$ cat src/rtl/instr_fetch_unit.sv
// Instruction fetch sequencer: holds the PC, reads words over req/ack and hands them to the datapath over valid/ready.
// Optional macro IFU_MISALIGN_CHECK_EN traps misaligned redirect targets in a sticky FAULT state.
module instr_fetch_unit #(
    parameter logic [31:0] RESET_PC = 32'h0000_0000
) (
    input  logic        clk,
    input  logic        rst_n,
    output logic        imem_req,
    output logic [31:0] imem_addr,
    input  logic        imem_ack,
    input  logic [31:0] imem_rdata,
    output logic        instr_valid,
    output logic [31:0] instr,
    output logic [31:0] pc_out,
    input  logic        instr_ready,
    input  logic        branch_taken,
    input  logic [31:0] branch_target,
    input  logic        jump,
    input  logic [25:0] jump_index,
    output logic        misalign_fault
);

    typedef enum logic [1:0] {IDLE, FETCH, HOLD, FAULT} state_t;

    state_t      state, state_nxt;
    logic        req_nxt, valid_nxt, fault_nxt;
    logic [31:0] addr_nxt, instr_nxt, pc_nxt;
    logic [31:0] seq_pc, redirect_pc, target_pc;
    logic        redirect, misaligned;

    // Jump takes priority over a simultaneous taken branch.
    assign seq_pc      = pc_out + 32'd4;
    assign redirect    = jump | branch_taken;
    assign redirect_pc = jump ? {seq_pc[31:28], jump_index, 2'b00} : branch_target;

`ifdef IFU_MISALIGN_CHECK_EN
    assign misaligned = redirect && (redirect_pc[1:0] != 2'b00);
    assign target_pc  = redirect ? redirect_pc : seq_pc;
`else
    logic unused_lsbs;
    assign unused_lsbs = ^redirect_pc[1:0];
    assign misaligned  = 1'b0;
    assign target_pc   = redirect ? {redirect_pc[31:2], 2'b00} : seq_pc;
`endif

    always_comb begin
        state_nxt = state;
        req_nxt   = imem_req;
        addr_nxt  = imem_addr;
        instr_nxt = instr;
        valid_nxt = instr_valid;
        pc_nxt    = pc_out;
        fault_nxt = 1'b0;
        case (state)
            IDLE: begin
                state_nxt = FETCH;
                req_nxt   = 1'b1;
                addr_nxt  = RESET_PC;
            end
            FETCH: begin
                if (imem_ack) begin
                    state_nxt = HOLD;
                    instr_nxt = imem_rdata;
                    pc_nxt    = imem_addr;
                    valid_nxt = 1'b1;
                    req_nxt   = 1'b0;
                end
            end
            HOLD: begin
                if (instr_ready) begin
                    valid_nxt = 1'b0;
                    if (misaligned) begin
                        state_nxt = FAULT;
                        fault_nxt = 1'b1;
                    end else begin
                        state_nxt = FETCH;
                        req_nxt   = 1'b1;
                        addr_nxt  = target_pc;
                    end
                end
            end
            FAULT: begin
                req_nxt   = 1'b0;
                valid_nxt = 1'b0;
            end
            default: state_nxt = IDLE;
        endcase
    end

    always_ff @(posedge clk or negedge rst_n) begin
        if (!rst_n) begin
            state       <= IDLE;
            imem_req    <= 1'b0;
            imem_addr   <= RESET_PC;
            instr       <= 32'h0;
            instr_valid <= 1'b0;
            pc_out      <= RESET_PC;
        end else begin
            state       <= state_nxt;
            imem_req    <= req_nxt;
            imem_addr   <= addr_nxt;
            instr       <= instr_nxt;
            instr_valid <= valid_nxt;
            pc_out      <= pc_nxt;
        end
    end

`ifdef IFU_MISALIGN_CHECK_EN
    always_ff @(posedge clk or negedge rst_n) begin
        if (!rst_n)
            misalign_fault <= 1'b0;
        else if (fault_nxt)
            misalign_fault <= 1'b1;
    end
`else
    logic unused_fault;
    assign unused_fault   = fault_nxt;
    assign misalign_fault = 1'b0;
`endif

endmodule

$ cat config.mk
export PLATFORM = sky130hd
export DESIGN_NAME = instr_fetch_unit
export DESIGN_NICKNAME = d
export VERILOG_FILES = /design/src/rtl/instr_fetch_unit.sv
export SDC_FILE = /design/constraint.sdc
export NUM_CORES = 1
export LEC_CHECK = 0
export ABC_AREA = 1
export BUFFER_PORTS_ARGS = -buffer_cell sky130_fd_sc_hd__buf_2
export CORE_MARGIN = 8
export CORE_UTILIZATION = 39
export CTS_CLUSTER_SIZE = 24
export DETAILED_ROUTE_END_ITERATION = 10
export GPL_ROUTABILITY_DRIVEN = 0
export PLACE_DENSITY = 0.68
export SYNTH_ARGS = -nofsm -noshare
export SYNTH_HDL_FRONTEND = slang
export SYNTH_SLANG_ARGS = --single-unit
export TNS_END_PERCENT = 1
$ cat constraint.sdc
create_clock -name clk -period 3.2 [get_ports clk]
set_input_delay 0.64 -clock clk [delete_from_list [all_inputs] [get_ports clk]]
set_output_delay 0.64 -clock clk [all_outputs]
set_load 0.005 [all_outputs]
# Word level (Yosys, flattened, before mapping)
# Index checks and enable logic that the tools add are counted.
# word_totals
elab_cells	35
ff_bits	100
out_inout_bits	99
# op_classes
n_eq_ne	5
n_bitwise	1
n_mux	13
addsub	1
reduce_logical	9
# ops
op	count
$mux W32	3
$pmux W32 S2	1
$add A32 B3 Y32 const B	1
$pmux W2 S3	1
$reduce_and A2 Y1	3
$reduce_and A3 Y1	2
$reduce_bool A3 Y1	2
$eq A2 B2 Y1 const B	2
$mux W1	4
$mux W2	2
$ne A2 B2 Y1 const B	2
$pmux W1 S4	1
$pmux W1 S3	1
$eq A2 B1 Y1 const B	1
$logic_not A2 Y1	1
$reduce_bool A2 Y1	1
$or A1 B1 Y1	1

# Depth between registers and ports, before layout
# Gate-level depths: netlist (run 1).
# depth
depth_word	5
ltp_mapped	11
ltp_nobuf	11

# Worst setup path before layout (run 1)
# OpenSTA, ideal clock, no wires.
# synth_path
path_kind	input-to-reg
from	input imem_ack
to	register instr[11]
path_buffers	2
arrival_time_ns	1.374
cell_stages	7
required_ns	3.083
slack_ns	1.709
path_cell_list	inv_1 nor3_1 inv_1 buf_2 buf_1 nand2_1 nand2_1
# synth_between
elab_chain_cells	1
# synth_lines
element	line	rtl
start: declaration	10	input logic imem_ack,
$reduce_and A2 Y1 (no source line)	n/a	
end signal: assignment	102	instr <= instr_nxt;
end: declaration	13	output logic [31:0] instr,
# No other way between the ends.
# A chain may end at the register's enable or synchronous reset.

# Worst setup path after layout (run 1)
# layout_path
from	register state[1]
to	register pc_out[24]
# layout_between
elab_chain_cells	2
# layout_lines
element	line	rtl
start: declaration	25	state_t state, state_nxt;
start signal: assignment	99	state <= state_nxt;
$eq A2 B1 Y1	54	case (state)
$reduce_and A2 Y1 (no source line)	n/a	
end signal: assignment	104	pc_out <= pc_nxt;
end: declaration	14	output logic [31:0] pc_out,
# No other way between the ends.

==> out/metrics.cfg, run 1 <==
[placed_design]
place_ws_ns = 1.13
dp.cells = 1043
port-buffer-count = 191
dp_hpwl_um = 12200
postPlaceCellArea_um2 = 6220

[clocking]
cts_tree = yes
htreeDepth = 3
post_cts_buffers = 0
clk_latency_ns = 0.36
cts_root_buf = clkbuf_16
clk_pin_slew_worst_paths_ns = 0.08
cts_hold_buf = 0
clock-sinks = 100
cts.path.max_buffers = 2
cts_resized = 0
cts_buffers = 9

[route]
drtIter0Drc = 267
drtAntennaViolNets = 0
drc_errors = 0
dr.pass1.iters = 4
vias = 4991
drt_wl_total_um = 16400
via_per_inst = 4.71
wire_per_inst_um = 15.5

[sta]
slew_headroom_pct = 41.9
tns_ns = 0
finalSetupViolations = 0
tightest_slew_ns = 0.871
fin_crit_ns = 1.73
final_max_slew_viol_count = 0
fin_crit_sh_pct = 54.1
skew_ns = 0.00832
layout_setup_ws_ns = 1.47
max_freq_ghz = 0.578
hold_viol_final = 0
rsz0062_at_grt = false

[worst_setup_path]
worst_path_dominant_cell_family = buffers and inverters
crit_path_end_kind = register
crit_buf_inv = 1
required_ns = 3.40
startpoint_type = register
cp.depth = 3
worst-r2r-cell-count = 3
crit_slowest_cell = buf_4
critPathKind = register to register
path_cells = nor3_2, buf_4, o21ai_0
cp_max_fo = 91
crit_path_max_incr_delay_ns = 0.69
cp.arrival_ns = 1.93

[global_route]
grt_pass1_vias = 5013
grt_max_degree = 92
overflow = 0
antenna_found_initial = 1
track_usage_pct = 20.1
grt_pass1_wl_um = 26400

[synth]
ys_ff_latch = 100
syn_nets = 794
synth-seq-area-share_pct = 48.8
yosys.area.top_type = dfrtp_1
yosysTopAreaCellShare_pct = 48.8
synth_area_leaders = dfrtp_1 (49%), nand2_1 (23%), nor2_1 (5.2%)
syn_area_per_cell_um2 = 7.36
syn_area_um2 = 5130
yosys_warnings = 0
synthDistinctLibCells = 32
syn_inst = 697

[cells_and_area]
most-common-layout-cells = nand2_1 (311), buf_2 (190), dfrtp_1 (100)
area.growth.synth_to_final_pct = 27.5
post_route_cells_drive_above_1_share_pct = 27.7
fin_nets = 975
antenna_cells = 0
finalInstanceArea_um2 = 6540
final_util_pct = 50.2
post_layout_nonfiller_instances = 1059
final_common_cell = nand2_1
fillers = 1349

[power_and_ir_drop]
ir_worst_vdd_mv = 0.364
p_leak_nw = 3.54
power.density_nw_per_um2 = 810

[floorplanning]
initial_utilization_pct = 39.4
ios = 195
core_area_um2 = 13000
die_x_um = 131
num_rows = 42
die_h_um = 131
die_area_um2 = 17100

[run_status]
status = finished, final reports clean

[run]
drv_cap = 0

[worst_hold_path]
hold_path_class = primary input to async pin

[layer usage]
metal	share of wire, %	GRT usage, %	wire length (um)
met1	42	24.6	6800
met2	45	32.1	7440
met3	11	6.70	1750
met4	2.2	8.17	362
met5	0.061	0	10
[area by class of cell]
class	count	area, um^2	area share (%)
Tap cell	176	220	3.37
Inverter	54	203	3.10
Multi-Input combinational cell	516	2280	34.9
Clock buffer	9	225	3.44
Timing Repair Buffer	197	1020	15.5
Clock inverter	7	91.3	1.40
Sequential cell	100	2500	38.3
[path summary, 6_finish.rpt]
path	slack (ns)	from	to
worst min register to register	0.47	instr[6]$_DFFE_PN0P_	instr[6]$_DFFE_PN0P_
worst min-delay path	0.25	rst_n	imem_addr[21]$_DFFE_PN0P_
worst max register to register	1.47	state[1]$_DFFE_PN0P_	pc_out[24]$_DFFE_PN0P_
max in group asynchronous	2.23	rst_n	pc_out[2]$_DFFE_PN0P_
worst max-delay path	1.47	state[1]$_DFFE_PN0P_	pc_out[24]$_DFFE_PN0P_
min in group clk	0.47	imem_rdata[7]	instr[7]$_DFFE_PN0P_
[worst reg2reg max path, cell delays in order (launching register included)]
cell	delay (ns)
dfrtp_1	0.43
nor3_2	0.22
buf_4	0.69
o21ai_0	0.24
[kinds of logic (layout without fill, tap and decap cells)]
family	count (synthesis)	after routing	synth area share, %
compound gates	85	85	9.47
buf+inv	81	267	6.78
flops	100	100	48.8
xor+xnor	5	5	0.854
fa+ha+maj	1	1	0.244
other cells	1	1	0.0731
simple gates	424	424	33.8
[cell usage after synthesis]
master / number
nor3_1: 1
o21ai_0: 42
o22ai_1: 21
buf_2: 14
buf_1: 1
buf_4: 3
a221oi_1: 1
clkinv_1: 1
buf_6: 2
nand3_1: 18
xnor2_1: 1
nand3b_1: 1
inv_2: 7
nor2_8: 1
nand2_4: 2
o21ai_1: 5
dfrtp_1: 100
a21oi_1: 8
a22o_1: 3
nor2_1: 71
nor2_2: 5
clkbuf_1: 7
nor2_4: 7
nand2_1: 311
o31ai_1: 2
inv_1: 46
ha_1: 1
a31oi_1: 1
nand2_2: 7
conb_1: 1
xor2_1: 4
o221a_2: 2
[state kept, by name, summed over array words and instances, names as in the netlist]
name and cells:
imem_req 1, instr 32, imem_addr 32, state 2, instr_valid 1, pc_out 32
[stage by stage]
step,power (W),hold WS [ns]
6_report,0.00530,0.253
4_1_cts,0.00538,0.268
2_1_floorplan,0.00322,0.344
3_5_place_dp,0.00422,0.456
3_3_place_gp,0.00417,0.449
5_1_grt,0.00576,0.294
[where the power goes]
part	total, W	internal (W)	switching, W
Clock	0.00114	0.000568	0.000576
Combinational	0.00187	0.000796	0.00107
Sequential	0.00229	0.00182	0.000474
Note: power is estimated with default switching activity, not from simulation.
==> inputs of run 2 (changes only) <==
- PLACE_DENSITY: 0.68 -> 0.7
- clock period: 3.2 -> 1.5 ns (I/O delays scaled with it)
==> out/metrics.cfg, run 2 (synthesized netlist as in run 1, its figures left out) <==
[run_status]
status = finished, final reports clean

[placed_design]
place_ws_ns = -0.00421  ; -1.13 ns
port-buffer-count = 191  ; unchanged
dp_hpwl_um = 12800  ; +4.8%

[clocking]
cts_buffers = 9  ; unchanged
clock-sinks = 100  ; unchanged
cts_root_buf = clkbuf_16
clk_latency_ns = 0.35  ; about the same
cts.path.max_buffers = 2  ; unchanged
htreeDepth = 3  ; unchanged
cts_tree = yes
clk_pin_slew_worst_paths_ns = 0.07  ; about the same

[worst_hold_path]
hold_path_class = primary input to register
min_path_cells = 3

[cells_and_area]
area.growth.synth_to_final_pct = 34.1
final_common_cell = nand2_1
antenna_cells = 0  ; unchanged
seq_area_um2 = 2500  ; about the same
most-common-layout-cells = nand2_1 (309), buf_2 (190), dfrtp_1 (99)
post_route_cells_drive_above_1_share_pct = 31.4  ; +3.6 points
fillers = 1319  ; -2.2%
fin_nets = 1004  ; +3.0%
reg.largest.list = imem_addr: 32 flops, instr: 32 flops, pc_out: 32 flops
multi_input_area_um2 = 2330  ; +2.1%

[worst_setup_path]
worst-r2r-cell-count = 11  ; +8
critPathKind = register to register
r2r_slack_ns = 0.03  ; -1.43 ns
reg2reg_from = pc_out[2]$_DFFE_PN0P_
startpoint_type = register
crit_path_end_kind = register
cp.arrival_ns = 1.71  ; -0.22 ns
required_ns = 1.74  ; -1.66 ns
cp-endpoint = imem_addr[25]$_DFFE_PN0P_
cp_max_fo = 6  ; -93%
startpoint = pc_out[2]$_DFFE_PN0P_
rr_endpoint = imem_addr[25]$_DFFE_PN0P_

[sta]
fin_crit_ns = 1.47  ; -0.265 ns
hold_viol_final = 0  ; unchanged
finalSetupViolations = 0  ; unchanged
skew_ns = 0.00670  ; -0.00162 ns
layout_setup_ws_ns = 0.0350  ; -1.43 ns
rsz0062_at_grt = true
max_freq_ghz = 0.683  ; +18%
fin_crit_sh_pct = 97.7  ; +44 points
final_max_slew_viol_count = 0  ; unchanged

[route]
drtIter0Drc = 272  ; +1.9%
drtAntennaViolNets = 0  ; unchanged
dr.pass1.iters = 4  ; unchanged
drc_errors = 0  ; unchanged
drt_wl_total_um = 16500  ; +0.71%
wire_per_inst_um = 15.2  ; -2.0%
via_per_inst = 4.73  ; +0.38%
vias = 5147  ; +3.1%

[floorplanning]
die_x_um = 131  ; unchanged
core_area_um2 = 13000  ; unchanged
num_rows = 42  ; unchanged
die_h_um = 131  ; unchanged
ios = 195  ; unchanged
die_area_um2 = 17100  ; unchanged
initial_utilization_pct = 39.4  ; unchanged

[global_route]
grt_pass1_vias = 5127  ; +2.3%
overflow = 0  ; unchanged
grt_max_degree = 35  ; -62%
antenna_found_initial = 0  ; -1
track_usage_pct = 20.0  ; -0.16 points
grt_pass1_wl_um = 26100  ; -1.1%

[power_and_ir_drop]
total_power_w = 0.0114  ; +120%
ir_worst_vdd_mv = 0.950  ; +160%
p_leak_nw = 3.70  ; +4.6%
power.density_nw_per_um2 = 1660  ; +110%

[run]
drv_cap = 0  ; unchanged

-- run 2: changes by cell type in the layout (fill, tap and decap cells not counted), sizes merged --
cell / before / now
buf: 197 / 225
clkbuf: 9 / 13
inv: 57 / 54
clkinv: 4 / 2
clkinvlp: 0 / 1
dlygate4sd3: 0 / 1
-- run 2: worst min-delay path by stage --
stage	startpoint	to
2_1_floorplan	rst_n	imem_addr[0]$_DFFE_PN0P_
3_3_place_gp	rst_n	imem_addr[19]$_DFFE_PN0P_
3_5_place_dp	rst_n	imem_addr[19]$_DFFE_PN0P_
4_1_cts	imem_rdata[30]	instr[30]$_DFFE_PN0P_
5_1_grt	imem_rdata[28]	instr[28]$_DFFE_PN0P_
6_report	imem_rdata[30]	instr[30]$_DFFE_PN0P_
-- run 2: routing by layer --
layer,vias up,GRT usage (%),part of all wire [%]
met1,2361,23.9,41
li1,2611,-,-
met2,160,33.2,48
met3,15,7.63,9.4
met5,-,0,0
met4,0,5.06,1.1
-- run 2: what timing repair did --
action	4_1_cts	5_1_grt
buffers inserted	0	0
endpoints found under the hold margin	18	0
cloned	0	0
pin swaps	0	4
gates resized for setup	2	16
hold buffers	1	0
endpoints found under the setup margin	1	21
-- run 2: critical path, cell delays in order (launching register included) --
cell and delay, ns:
dfrtp_1 0.39, buf_4 0.15, inv_1 0.10, nor2_4 0.06, nand2_4 0.16, clkinv_1 0.16
nand2_1 0.10, nand2_1 0.05, nand2_1 0.05, nand2_1 0.05, nand2_1 0.05, nand2_1 0.04
-- run 2: area by class of cell --
| type | instances | area share, % |
|---|---|---|
| multi-input cells | 516 | 33.9 |
| repair buffers | 226 | 19.6 |
| well taps | 176 | 3.20 |
| flip-flops and latches | 100 | 36.4 |
| clock inverters | 3 | 0.309 |
| clock buffers | 13 | 3.64 |
| inverters | 54 | 2.95 |
-- run 2: stage by stage --
step                      setup TNS [ns]  utilization [%]  hold slack (ns)  cells  area [um^2]
after floorplan                        0                -          0.00441    697         5130
after global placement                 0             50.2            0.230   1071         6550
after detailed placement        -0.00421             50.2            0.227   1071         6550
after CTS                              0             52.5            0.129   1088         6840
after global routing              -0.627             52.8            0.134   1088         6880
final                                  0             52.8            0.144   1088         6880
-- run 2: power by group --
group          switching (W)  internal [W]
clock                0.00101       0.00118
combinational        0.00245       0.00198
sequential          0.000939       0.00388
total                0.00440       0.00704
